`src/rtl/onehot_to_bin_enc.sv`:
```
// Registered one-hot to binary encoder with illegal-word flagging and a
// saturating count of illegal words accepted.
module onehot_to_bin_enc #(
  parameter int N  = 4,
  parameter int W  = $clog2(N),
  parameter int CW = 8
) (
  input  logic          clk,
  input  logic          rst_n,
  input  logic          in_valid,
  output logic          in_ready,
  input  logic [N-1:0]  in_onehot,
  output logic          out_valid,
  input  logic          out_ready,
  output logic [W-1:0]  out_bin,
  output logic          out_err,
  output logic [CW-1:0] err_cnt
);

  // Handshake: a transfer happens on a rising edge where valid && ready.
  // in_ready = !out_valid || out_ready, so a full register can be drained
  // and refilled in the same cycle.
  typedef enum logic {
    S_EMPTY = 1'b0,
    S_FULL  = 1'b1
  } state_t;

  state_t         r_state;
  state_t         w_state_nxt;
  logic           w_in_xfer;
  logic           w_out_xfer;
  logic [W-1:0]   w_idx;
  logic           w_any;
  logic           w_multi;
  logic           w_illegal;
  logic [W-1:0]   r_bin;
  logic           r_err;
  logic [CW-1:0]  r_err_cnt;

  assign out_valid  = (r_state == S_FULL);
  assign in_ready   = !out_valid || out_ready;
  assign w_in_xfer  = in_valid && in_ready;
  assign w_out_xfer = out_valid && out_ready;

  // Downward scan leaves the lowest set bit's index in w_idx.
  always_comb begin
    w_idx   = '0;
    w_any   = 1'b0;
    w_multi = 1'b0;
    for (int i = N - 1; i >= 0; i--) begin
      if (in_onehot[i]) begin
        w_idx = W'(i);
      end
    end
    for (int i = 0; i < N; i++) begin
      if (in_onehot[i]) begin
        if (w_any) begin
          w_multi = 1'b1;
        end
        w_any = 1'b1;
      end
    end
  end

  assign w_illegal = !w_any || w_multi;

  always_comb begin
    w_state_nxt = r_state;
    case (r_state)
      S_EMPTY: if (w_in_xfer) w_state_nxt = S_FULL;
      S_FULL:  if (w_out_xfer && !w_in_xfer) w_state_nxt = S_EMPTY;
      default: w_state_nxt = S_EMPTY;
    endcase
  end

  always_ff @(posedge clk or negedge rst_n) begin
    if (!rst_n) begin
      r_state <= S_EMPTY;
    end else begin
      r_state <= w_state_nxt;
    end
  end

  // Counting follows input acceptance so a stalled consumer never skews it.
  always_ff @(posedge clk or negedge rst_n) begin
    if (!rst_n) begin
      r_bin     <= '0;
      r_err     <= 1'b0;
      r_err_cnt <= '0;
    end else if (w_in_xfer) begin
      r_bin <= w_idx;
      r_err <= w_illegal;
      if (w_illegal && (r_err_cnt != {CW{1'b1}})) begin
        r_err_cnt <= r_err_cnt + CW'(1);
      end
    end
  end

  assign out_bin = r_bin;
  assign out_err = r_err;
  assign err_cnt = r_err_cnt;

endmodule

```
`config.mk`:
```
export PLATFORM = sky130hd
export DESIGN_NAME = onehot_to_bin_enc
export DESIGN_NICKNAME = d
export VERILOG_FILES = /design/src/rtl/onehot_to_bin_enc.sv
export SDC_FILE = /design/constraint.sdc
export NUM_CORES = 1
export LEC_CHECK = 0
export CAP_MARGIN = 5
export CORE_UTILIZATION = 35
export CTS_CLUSTER_SIZE = 30
export DETAILED_ROUTE_END_ITERATION = 10
export PLACE_DENSITY = 0.74
export SYNTH_ARGS = -nofsm -noshare
export SYNTH_HDL_FRONTEND = slang
export SYNTH_SLANG_ARGS = --single-unit
export TNS_END_PERCENT = 1
```
`constraint.sdc`:
```
create_clock -name clk -period 1.9 [get_ports clk]
set_clock_uncertainty 0.15 [all_clocks]
set_input_delay 0.38 -clock clk [delete_from_list [all_inputs] [get_ports clk]]
set_output_delay 0.38 -clock clk [all_outputs]
set_load 0.01 [all_outputs]
```
==> out/metrics.cfg <==
[worst_setup_path]
worstSetupPathType=in2out
crit_chain=clkdlybuf4s50_1 -> nand2b_1 -> dlygate4sd2_1
reg2reg_slack_ns=0.15
crit_start=out_ready
arrival_ns=1.30
worst_path_max_delay_cell=clkdlybuf4s50_1
worstSetupStartpointType=input pin
worst-path-buf-inv=2
cp.required_ns=1.37
r2r_start=err_cnt[3]
cp_num_cells=3
cp-end-kind=primary output
crit_path_end=in_ready
crit_family=buffers and inverters
r2r-end=err_cnt[1]
reg2regPathDepth=4
critPathMaxFanout=4
max_stage_delay_ns=0.44

[global_routing]
groute.usage.overall_pct=16.6
grt_max_degree=13
overflow=0
grt_pass1_vias=514
grt_pass1_wl_um=2290
antenna_found_initial=0

[route]
vias=560
remaining_drc_errors=0
highest_layer=met4
vias_per_cell=4.91
firstDrtPassIters=3
drt_iter0_markers=8
final_antenna_net_count=0
dr_wl_met2_um=653
wl_um=1380
wl_per_cell_um=12.1
dr_wl_met3_um=86
wl_met1_um=628

[logic_synthesis]
synth_area_per_cell_um2=10.6
async_reset_ff_share_pct=100
yosysMostFrequentCell=dfrtp_1
synth_ff_type=dfrtp_1
synthTopCellsByArea=dfrtp_1 48%, xor2_1 7.0%, nand2_1 4.8%
synth_cells=59
syn_nets=68
synth_common_cells=12 x dfrtp_1, 8 x nand2_1, 5 x xor2_1
synth_warnings=0
synth_seq_cells=12
yosysTopAreaCell=dfrtp_1
synth_top_area_share_pct=48.0
synth.distinct_cells=25
synth_area_um2=626
yosysSeqAreaShare_pct=48.0
synth_edf_count=0

[clock_tree]
clk_latency_ns=0.27
cts_tree=yes
cts_setup_buffers=0
cts_sinks=12
cts_made_buffers=3
worst_setup_hold_path_clk_slew_ns=0.08
clockRootBuffer=clkbuf_4
cts_buffer_depth=2
htree_levels=1

[place]
dpl_cell_area_um2=912
gp_congestion=0.789
placed_cells=110
dp_hpwl_um=976
port_buffers=20

[floorplan]
io_pins=21
die_h_um=44.3
initial_core_util_pct=39.2
core_region_area_um2=1590
die_w_um=44.3
dieArea_um2=1960
rows=14

[timing]
holdWs_ns=0.298
fmax_ghz=0.548
relSlewSlack_pct=64.8
setup-violations-final=0
finalCritPeriodShare_pct=96.1
finalMaxSlewViolations=0
tns_ns=0
hold_viol=0
fin_crit_ns=1.83
rsz0062_at_grt=false
tightest_slew_ns=0.527

[power_and_ir_drop]
combPwrFrac_pct=41.8
finalPower_mw=1.13
switchingPower_mw=0.404
power.density_nw_per_um2=1150
ir_drop_mv=0.652
seqPwrFrac_pct=40.3
switching_share_pct=35.7
p_int_mw=0.726
leakage_nw=0.426
power_frac_clock_pct=17.9

[run]
drv_cap=0

[layout]
multi_input_area_um2=353
antenna_cells=0
seq_area_um2=302
fin_area_um2=986
drive_above_1_share_pct=23.3
nets=100
final-instance-count-excl-fill=114
syn2layout_area_growth_pct=57.6
fill_cells=145

[min_path]
hold_class=in2async

[run_status]
status=completed

[power groups by stage]
stage	clock (mW)	combinational (mW)	sequential, mW
after floorplan	0	0.170	0.479
after global placement	0	0.446	0.454
after detailed placement	0	0.456	0.455
after CTS	0.213	0.455	0.452
after global routing	0.226	0.515	0.471
final	0.202	0.472	0.455
[worst reg2reg max path, delay by kind of cell, from the launching register on]
| family | cells | cell delay (ns) |
|---|---|---|
| flops | 1 | 0.45 |
| compound gates | 1 | 0.36 |
| simple gates | 2 | 0.35 |
| mux | 1 | 0.33 |
[cells in the final DEF, fill, tap and decap left out, types with 2 or more instances in the layout]
cell             netlist  routed
o21ai_0                2       2
nor4_2                 1       2
dlygate4sd2_1          0       4
clkdlybuf4s50_1        0      15
nor4_4                 0       2
dfrtp_1               12      11
buf_4                  0       8
clkbuf_4               0       3
xor2_1                 5       5
nand3_1                3       3
nor2_1                 4       4
nand2b_1               2       2
nor4b_1                2       2
mux2_1                 2       2
inv_1                  2       2
nand2_1                8       7
[metal layers]
layer,vias up,global-route usage [%]
met2,16,25.6
li1,274,-
met1,268,20.4
met3,2,8.16
met5,-,0
met4,0,5.45
[what timing repair did]
item                       CTS  global route
hold buffers                 0             0
setup endpoints to repair    7             6
gates resized for setup      4             8
pin swaps                    2             2
[registers in the layout, summed over array words and instances (netlist names)]
register	cells
err_cnt	8
out_err	1
out_bin	2
out_valid	1
[stage by stage]
stage	worst slack (ns)	util, %
5_1_grt	0.00880	61.9
6_report	0.0749	61.9
2_1_floorplan	0.122	-
3_3_place_gp	-0.429	57.2
3_5_place_dp	-0.445	57.2
4_1_cts	-0.0601	59.2
[logic make-up (layout without fill, tap and decap cells)]
group                    count (synthesis)  count (layout)  share of synthesized area (%)
AND/OR/NAND/NOR                         26              26                           22.2
flip-flops                              12              12                           48.0
AO/OA/AOI/OAI                            8               8                           11.6
XOR/XNOR                                 6               6                           8.40
multiplexers                             3               3                           6.00
buffers and inverters                    3              34                           1.80
adder cells (fa/ha/maj)                  1               1                           2.00
[layout make-up]
cell class / count / share of cell area, %
multi-input combinational: 44 / 35.8
sequential: 12 / 30.6
timing repair buffer: 28 / 26.1
clock buffer: 4 / 3.68
tap: 24 / 3.05
inverter: 2 / 0.761
[how the worst min path moves through the flow]
stage | from | to | slack, ns
floorplan | rst_n | err_cnt[0] | -0.07
global placement | out_bin[1] | out_bin[1] | 0.31
detailed placement | out_bin[1] | out_bin[1] | 0.31
CTS | rst_n | out_valid | 0.31
global route | in_onehot[0] | out_bin[1] | 0.33
finish | rst_n | out_valid | 0.30
(Power assumes the default switching activity.)
